--- config.mk ---
export PLATFORM = sky130hd
export DESIGN_NAME = gpio_quad_decoder
export DESIGN_NICKNAME = d
export VERILOG_FILES = /design/src/rtl/gpio_quad_pkg.sv /design/src/rtl/gpio_quad_step.sv /design/src/rtl/gpio_quad_decoder.sv
export SDC_FILE = /design/constraint.sdc
export NUM_CORES = 1
export LEC_CHECK = 0
export ABC_AREA = 1
export CORE_MARGIN = 1
export CORE_UTILIZATION = 35
export CTS_BUF_LIST = sky130_fd_sc_hd__clkbuf_4 sky130_fd_sc_hd__clkbuf_8
export DETAILED_ROUTE_END_ITERATION = 16
export SYNTH_ARGS = -nofsm -noshare
export SYNTH_HDL_FRONTEND = slang
export SYNTH_HIERARCHICAL = 1
export SYNTH_SLANG_ARGS = --single-unit
export TNS_END_PERCENT = 5
--- constraint.sdc ---
create_clock -name aclk -period 2.4 [get_ports aclk]
set_input_delay 0.24 -clock aclk [delete_from_list [all_inputs] [get_ports aclk]]
set_output_delay 0.24 -clock aclk [all_outputs]
set_load 0.02 [all_outputs]
--- src/rtl/gpio_quad_pkg.sv ---
// rtl/gpio_quad_pkg.sv - shared state/step types and the quadrature step decode function
package gpio_quad_pkg;

    typedef enum logic {
        ST_INIT,
        ST_RUN
    } state_t;

    typedef enum logic [1:0] {
        STEP_NONE,
        STEP_FWD,
        STEP_REV,
        STEP_ERR
    } step_t;

    // Forward order is 00 -> 01 -> 11 -> 10 -> 00; any single-bit change not forward is reverse.
    function automatic step_t decode_step(input logic [1:0] prev_ab, input logic [1:0] cur_ab);
        step_t s;
        s = STEP_NONE;
        if (prev_ab != cur_ab) begin
            if ((prev_ab ^ cur_ab) == 2'b11) begin
                s = STEP_ERR;
            end else begin
                case (prev_ab)
                    2'b00:   s = (cur_ab == 2'b01) ? STEP_FWD : STEP_REV;
                    2'b01:   s = (cur_ab == 2'b11) ? STEP_FWD : STEP_REV;
                    2'b11:   s = (cur_ab == 2'b10) ? STEP_FWD : STEP_REV;
                    default: s = (cur_ab == 2'b00) ? STEP_FWD : STEP_REV;
                endcase
            end
        end
        return s;
    endfunction

endpackage

--- src/rtl/gpio_quad_step.sv ---
// rtl/gpio_quad_step.sv - previous A/B register plus combinational step classification
module gpio_quad_step
    import gpio_quad_pkg::*;
(
    input  logic  i_clk,
    input  logic  i_rst_n,
    input  logic  i_a,
    input  logic  i_b,
    output step_t o_step
);

    logic [1:0] r_prev_ab;
    logic [1:0] w_cur_ab;

    assign w_cur_ab = {i_a, i_b};

    always_ff @(posedge i_clk or negedge i_rst_n) begin
        if (!i_rst_n) begin
            r_prev_ab <= 2'b00;
        end else begin
            r_prev_ab <= w_cur_ab;
        end
    end

    assign o_step = decode_step(r_prev_ab, w_cur_ab);

endmodule

--- src/rtl/gpio_quad_decoder.sv ---
// rtl/gpio_quad_decoder.sv - x4 quadrature decoder with single-entry position stream
// Optional index clear on din_z rising edge when QUAD_INDEX_CLEAR_EN is defined.
module gpio_quad_decoder
    import gpio_quad_pkg::*;
#(
    parameter int CNTR_WIDTH = 32,
    parameter int ERR_WIDTH  = 16
) (
    input  logic                  aclk,
    input  logic                  aresetn,
    input  logic                  din_a,
    input  logic                  din_b,
    input  logic                  din_z,
    input  logic                  clear,
    output logic [CNTR_WIDTH-1:0] position,
    output logic                  dir,
    output logic [ERR_WIDTH-1:0]  err_cnt,
    output logic                  ovf,
    output logic [CNTR_WIDTH-1:0] m_axis_tdata,
    output logic                  m_axis_tvalid,
    input  logic                  m_axis_tready
);

    state_t                  r_state;
    state_t                  w_state_nxt;
    step_t                   w_step;
    logic                    w_run;
    logic                    w_index;
    logic                    w_change;
    logic [CNTR_WIDTH-1:0]   w_pos_nxt;
    logic [CNTR_WIDTH-1:0]   r_position;
    logic                    r_dir;
    logic [ERR_WIDTH-1:0]    r_err_cnt;
    logic                    r_ovf;
    logic [CNTR_WIDTH-1:0]   r_tdata;
    logic                    r_tvalid;

    gpio_quad_step u_step (
        .i_clk   (aclk),
        .i_rst_n (aresetn),
        .i_a     (din_a),
        .i_b     (din_b),
        .o_step  (w_step)
    );

`ifdef QUAD_INDEX_CLEAR_EN
    logic r_z_prev;

    always_ff @(posedge aclk or negedge aresetn) begin
        if (!aresetn) begin
            r_z_prev <= 1'b0;
        end else begin
            r_z_prev <= din_z;
        end
    end

    assign w_index = din_z & ~r_z_prev;
`else
    logic w_unused_z;
    assign w_unused_z = din_z;
    assign w_index    = 1'b0;
`endif

    always_ff @(posedge aclk or negedge aresetn) begin
        if (!aresetn) begin
            r_state <= ST_INIT;
        end else begin
            r_state <= w_state_nxt;
        end
    end

    always_comb begin
        w_state_nxt = r_state;
        case (r_state)
            ST_INIT: w_state_nxt = ST_RUN;
            default: w_state_nxt = ST_RUN;
        endcase
    end

    // The index clear overrides a same-cycle step; a change is any resulting position difference.
    always_comb begin
        w_run     = (r_state == ST_RUN) && !clear;
        w_pos_nxt = r_position;
        if (w_run) begin
            if (w_step == STEP_FWD) begin
                w_pos_nxt = r_position + CNTR_WIDTH'(1);
            end else if (w_step == STEP_REV) begin
                w_pos_nxt = r_position - CNTR_WIDTH'(1);
            end
            if (w_index) begin
                w_pos_nxt = '0;
            end
        end
        w_change = (w_pos_nxt != r_position);
    end

    always_ff @(posedge aclk or negedge aresetn) begin
        if (!aresetn) begin
            r_position <= '0;
            r_dir      <= 1'b0;
            r_err_cnt  <= '0;
            r_ovf      <= 1'b0;
            r_tdata    <= '0;
            r_tvalid   <= 1'b0;
        end else if (clear) begin
            r_position <= '0;
            r_err_cnt  <= '0;
            r_ovf      <= 1'b0;
            r_tvalid   <= 1'b0;
        end else begin
            r_position <= w_pos_nxt;
            if (w_run && (w_step == STEP_FWD)) begin
                r_dir <= 1'b1;
            end else if (w_run && (w_step == STEP_REV)) begin
                r_dir <= 1'b0;
            end
            if (w_run && (w_step == STEP_ERR) && (r_err_cnt != '1)) begin
                r_err_cnt <= r_err_cnt + ERR_WIDTH'(1);
            end
            if (w_change) begin
                r_tdata  <= w_pos_nxt;
                r_tvalid <= 1'b1;
                if (r_tvalid && !m_axis_tready) begin
                    r_ovf <= 1'b1;
                end
            end else if (r_tvalid && m_axis_tready) begin
                r_tvalid <= 1'b0;
            end
        end
    end

    assign position      = r_position;
    assign dir           = r_dir;
    assign err_cnt       = r_err_cnt;
    assign ovf           = r_ovf;
    assign m_axis_tdata  = r_tdata;
    assign m_axis_tvalid = r_tvalid;

endmodule

==> qor.yml, run 1 <==
syn_area_mm2: 0.00514
hold_path_depth: 1
die_w_um: 123
cap_violations: 0
synth-seq-cells: 86
min_to: "u_step/r_prev_ab[1]"
avgRoutedWirePerCell_um: 15.0
intPower_mw: 2.78
ios: 90
gp_congestion: 0.884
coreArea_mm2: 0.0141
grt_max_degree: 45
path_max_fanout: 5
dieArea_mm2: 0.0152
cp.arrival_ps: 2470
final_cells: 1029
p_leak_nw: 3.07
drtPass1Iterations: 5
synth_area_per_cell_um2: 7.04
reg2reg_from: "u_step/r_prev_ab[0]"
synth_flop_cell: "dfrtp_1"
combPwrFrac: 0.358
diodes: 0
overflow: 0
slew_headroom: 0.598
post-route-period-util: 0.915
ir_drop_v: 0.000296
synth_seq_area_share: 0.418
grt_usage: 0.217
cts_root_buffer: "clkbuf_8"
status: "finished, final reports clean"
fp.dieH_um: 123
post-place-ws_ps: -258
cts_sinks: 86
postSynthCellCount: 731
clkPwrFrac: 0.243
place_area_mm2: 0.00644
grt_antenna_before_repair: 0
seqPwrFrac: 0.399
numCtsBuffers: 9
max_clock_freq_ghz: 0.456
finalMaxSlewViolations: 0
htree_levels: 3
avgViaCountPerCell: 5.05
dpl.cell_count: 1012
synthTopCellsByArea: "dfrtp_1 42%, nand2_1 18%, nor2_1 7.3%, nand3_1 5.3%, inv_1 4.5%"
fin_crit_ps: 2200
startpoint_type: "flop"
r2r_end: "m_axis_tdata[20]"
postCtsSetupRepairBufs: 0
grt_pass1_wl_mm: 25.1
dp_hpwl_mm: 11.7
cts_tree: "built"
grt_pass1_vias: 4842
std_cell_rows: 43
setup_ws_ps: 205
design_area_mm2: 0.00668
netlist.area_leader.share: 0.418
yosysMostFrequentCell: "nand2_1"
rsz0062_at_grt: "true"
rr_worst_depth: 17
cp.required_ps: 2670
clk_path_buf_depth: 2
drive_gt1_frac: 0.0978
whs_ps: 381
num_vias: 5198
ant_nets: 0
worstSetupEndpointType: "flop"
crit_type: "flop to flop"
synth_common_cells: "240 x nand2_1, 100 x nor2_1, 86 x dfrtp_1"
ys_warn_count: 6
drt_iter0_drc: 396
portBuffers: 88
initial_core_util: 0.365
wl_mm: 15.5
synth_area_leader_cell: "dfrtp_1"
min-delay-path-class: "input pin to flop"
setup_viol: 0
worst_clock_skew_ps: 8.62
finalHoldViolations: 0
final_core_util: 0.474
clk_pin_slew_ps: 90
remaining_drc_errors: 0
synth-async-reset-ratio: 1.00
power_density_mw_per_mm2: 665
swShare: 0.374
nNetsFinal: 854
switching_power_mw: 1.66
worstMarginPinSlew_ps: 604
finalSetupTns_ps: 0
area_growth_pct: 29.8
p_total_mw: 4.44
ys_types: 40
synth_edf_count: 0
syn_nets: 741
rrSetupSlack_ps: 200
hp-start: "din_a"
worstSkewPairLatency_ps: 380
==> worst max-delay path: stages (launching register included) <==
cell and delay (ps):
dfrtp_1 410, inv_1 80, nand2_1 60, nand2_1 90, nor2_1 50, nor2_1 140, buf_4 170, nand2_2 130
nor2_2 130, nand2_1 70, nand2_1 110, nand3_2 100, nor2_4 210, nand2_1 80, nand2_1 80, nand2_1 60
nand2_1 50, nand2_1 50
==> cells by family after synthesis <==
| group | Yosys count | synth area share |
|---|---|---|
| simple gates | 457 | 0.386 |
| buf+inv | 89 | 0.0747 |
| flops | 86 | 0.418 |
| compound gates | 76 | 0.0805 |
| xor+xnor | 18 | 0.0306 |
| fa+ha+maj | 3 | 0.00730 |
| other cells | 1 | 0.000729 |
| mux | 1 | 0.00195 |
==> state kept, by name, indices dropped and copies added, names as in the netlist <==
signal            cells
m_axis_tdata         32
dir                   1
u_step/r_prev_ab      2
r_state               1
ovf                   1
err_cnt              16
m_axis_tvalid         1
position             32
==> final cells by class <==
class	instances	area [µm²]
Multi-Input combinational cell	556	2630
Inverter	70	270
Tap cell	180	225
Sequential cell	86	2150
Timing Repair Buffer	121	1190
Clock buffer	11	145
Fill cell	1460	7420
Clock inverter	5	58.8
==> how the worst max path moves through the flow <==
stage / to / depth (start not counted) / slack, ps / from
final: m_axis_tdata[20] / 17 / 200 / u_step/r_prev_ab[0]
after global routing: m_axis_tdata[20] / 17 / -20 / u_step/r_prev_ab[0]
after CTS: m_axis_tdata[13] / 15 / 130 / u_step/r_prev_ab[0]
after detailed placement: m_axis_tdata[13] / 16 / -260 / din_a
after global placement: m_axis_tdata[13] / 16 / -120 / din_a
after floorplan: m_axis_tdata[24] / 13 / 410 / u_step/r_prev_ab[1]
==> metal layers <==
layer | GRT usage | vias up | part of all wire
met5 | 0 | - | 0
met4 | 0.0881 | 0 | 0.020
met3 | 0.0304 | 18 | 0.037
met2 | 0.332 | 146 | 0.46
met1 | 0.306 | 2468 | 0.49
li1 | - | 2566 | -
==> power groups by stage <==
stage          Sequential [mW]  Combinational, mW  Clock (mW)
2_1_floorplan             1.97              0.709           0
3_3_place_gp              1.79               1.57           0
3_5_place_dp              1.80               1.58           0
4_1_cts                   1.77               1.59        1.11
5_1_grt                   1.80               1.76        1.16
6_report                  1.77               1.59        1.08
==> placed cells by master, fill, tap and decap left out, types with 2 or more instances in the layout <==
| cell type | Yosys | routed |
|---|---|---|
| xor2_1 | 13 | 13 |
| nand2_1 | 240 | 240 |
| nand4_1 | 22 | 22 |
| nand3_1 | 54 | 54 |
| clkdlybuf4s50_1 | 0 | 87 |
| ha_1 | 3 | 3 |
| nor2_2 | 8 | 9 |
| nand3b_1 | 2 | 2 |
| buf_12 | 0 | 5 |
| nor2_4 | 3 | 4 |
| inv_2 | 4 | 4 |
| nand3_2 | 2 | 2 |
| o21ai_1 | 16 | 17 |
| a21oi_1 | 22 | 22 |
| clkbuf_8 | 1 | 10 |
| xnor2_1 | 5 | 4 |
| nand2_2 | 5 | 5 |
| o211ai_1 | 3 | 3 |
| o31ai_1 | 3 | 3 |
| nor3_1 | 13 | 13 |
| dfrtp_1 | 86 | 86 |
| o21ai_0 | 28 | 27 |
| and2_1 | 2 | 2 |
| buf_4 | 0 | 28 |
| nor2_1 | 100 | 98 |
| clkinvlp_4 | 0 | 2 |
| inv_1 | 62 | 62 |
| inv_4 | 3 | 3 |
==> timing repair <==
action,CTS,global route
hold endpoints to repair,42,0
gates resized for setup,0,5
setup endpoints to repair,0,18
hold buffers,1,0
Note: power is estimated with default switching activity, not from simulation.
==> inputs of run 2 (changes only) <==
- SETUP_SLACK_MARGIN: default -> 0.02
==> qor.yml, run 2 (synthesized netlist as in run 1, its figures left out) <==
status: "finished, final reports clean"  # unchanged
grt_max_degree: 45  # unchanged
overflow: 0  # unchanged
hold_path_depth: 1  # unchanged
crit_type: "input pin to flop"  # was flop to flop
finalHoldViolations: 0  # unchanged
ios: 90  # unchanged
worstSkewPairLatency_ps: 380  # about the same
place_area_mm2: 0.00644  # unchanged
ant_nets: 0  # unchanged
rsz0062_at_grt: "true"  # unchanged
gp_congestion: 0.884  # unchanged
p_total_mw: 4.45  # was 4.44 mW
design_area_mm2: 0.00669  # was 0.00668 mm²
dp_hpwl_mm: 11.7  # unchanged
finalMaxSlewViolations: 0  # unchanged
num_vias: 5158  # was 5198
drt_iter0_drc: 404  # was 396
cts_tree: "built"  # unchanged
slew_headroom: 0.598  # about the same
whs_ps: 382  # was 381 ps
post-route-period-util: 0.903  # was 0.915
cts_sinks: 86  # unchanged
std_cell_rows: 43  # unchanged
area_growth_pct: 30.0  # was 29.8%
drive_gt1_frac: 0.0989  # was 0.0978
grt_antenna_before_repair: 0  # unchanged
clk_pin_slew_ps: 90  # about the same
wl_met3_um: 682  # was 579 µm
cap_violations: 0  # unchanged
wl_mm: 15.5  # about the same
nNetsFinal: 854  # unchanged
cp.required_ps: 2720  # was 2670 ps
clk_path_buf_depth: 2  # unchanged
post-place-ws_ps: -258  # unchanged
avgRoutedWirePerCell_um: 15.0  # about the same
max_clock_freq_ghz: 0.462  # was 0.456 GHz
worst_clock_skew_ps: 8.30  # was 8.62 ps
diodes: 0  # unchanged
final_common_cell: "nand2_1"  # unchanged
htree_levels: 3  # unchanged
p_leak_nw: 3.07  # about the same
avgViaCountPerCell: 5.01  # was 5.05
postCtsSetupRepairBufs: 0  # unchanged
cts_root_buffer: "clkbuf_8"  # unchanged
remaining_drc_errors: 0  # unchanged
fp.dieH_um: 123  # unchanged
cp.arrival_ps: 2490  # was 2470 ps
dieArea_mm2: 0.0152  # unchanged
met1Wirelength_mm: 7.42  # was 7.53 mm
startpoint_type: "input pin"  # was flop
drtPass1Iterations: 5  # unchanged
finalSetupTns_ps: 0  # unchanged
power_density_mw_per_mm2: 665  # about the same
met2_length_mm: 7.04  # about the same
setup_viol: 0  # unchanged
setup_ws_ps: 234  # was 205 ps
path_max_fanout: 13  # was 5
ir_drop_v: 0.000296  # about the same
rr_worst_depth: 15  # was 17
grt_usage: 0.217  # unchanged
numCtsBuffers: 9  # unchanged
highest_layer: "met4"  # unchanged
worstMarginPinSlew_ps: 603  # was 604 ps
min-delay-path-class: "input pin to flop"  # unchanged
fin_crit_ps: 2170  # was 2200 ps
grt_pass1_wl_mm: 25.1  # unchanged
grt_pass1_vias: 4842  # unchanged
initial_core_util: 0.365  # unchanged
worstSetupEndpointType: "flop"  # unchanged
portBuffers: 88  # unchanged
die_w_um: 123  # unchanged
final_cell_mix: "240 x nand2_1, 98 x nor2_1, 87 x clkdlybuf4s50_1"  # unchanged
coreArea_mm2: 0.0141  # unchanged
-- run 2: cell counts in the layout (fill, tap and decap cells not counted) --
No cell type changed its count.
-- run 2: per-stage QoR --
stage               utilization  std cells
finish                    0.474       1029
global route              0.474       1029
global placement          0.457       1012
detailed placement        0.457       1012
floorplan                     -        731
CTS                       0.472       1029
-- run 2: critical path, cell delays in order --
cell and delay [ps]:
clkdlybuf4s50_1 520, inv_1 70, nand2_1 60, nand2_1 80, o21ai_1 240, inv_2 130, nor2_8 150, inv_4 100
nand2_1 100, nand2_1 100, a21oi_4 230, nand2_2 80, or2_1 220, nand2_1 60, nand2_1 40, nand2_1 50
-- run 2: power by group --
group	leakage (nW)	switching [mW]	internal (mW)
sequential	1.17	0.157	1.61
clock	0.0990	0.561	0.521
combinational	1.80	0.946	0.649
total	3.07	1.66	2.78
-- run 2: cell type report --
cell class | count | area [µm²]
clock buffer | 11 | 145
tap | 180 | 225
multi-input combinational | 556 | 2640
clock inverter | 5 | 58.8
inverter | 70 | 270
fill | 1462 | 7410
timing repair buffer | 121 | 1190
sequential | 86 | 2150
-- run 2: what timing repair did --
action                     4_1_cts  5_1_grt
resized for setup                0        7
hold endpoints to repair        42        0
hold buffers                     1        0
setup endpoints to repair        0       27
-- run 2: metal layers --
metal / global-route usage / up-vias
li1: - / 2565
met1: 0.306 / 2425
met2: 0.332 / 150
met3: 0.0304 / 18
met4: 0.0881 / 0
met5: 0 / -
-- run 2: final timing paths --
check / from / end / slack (ps)
max: din_a / m_axis_tdata[13] / 230
min: din_a / u_step/r_prev_ab[1] / 380
max reg2reg: u_step/r_prev_ab[0] / m_axis_tdata[13] / 240
min reg2reg: m_axis_tdata[24] / m_axis_tdata[24] / 490
max in group asynchronous: aresetn / err_cnt[15] / 1360
min in group asynchronous: aresetn / err_cnt[7] / 390
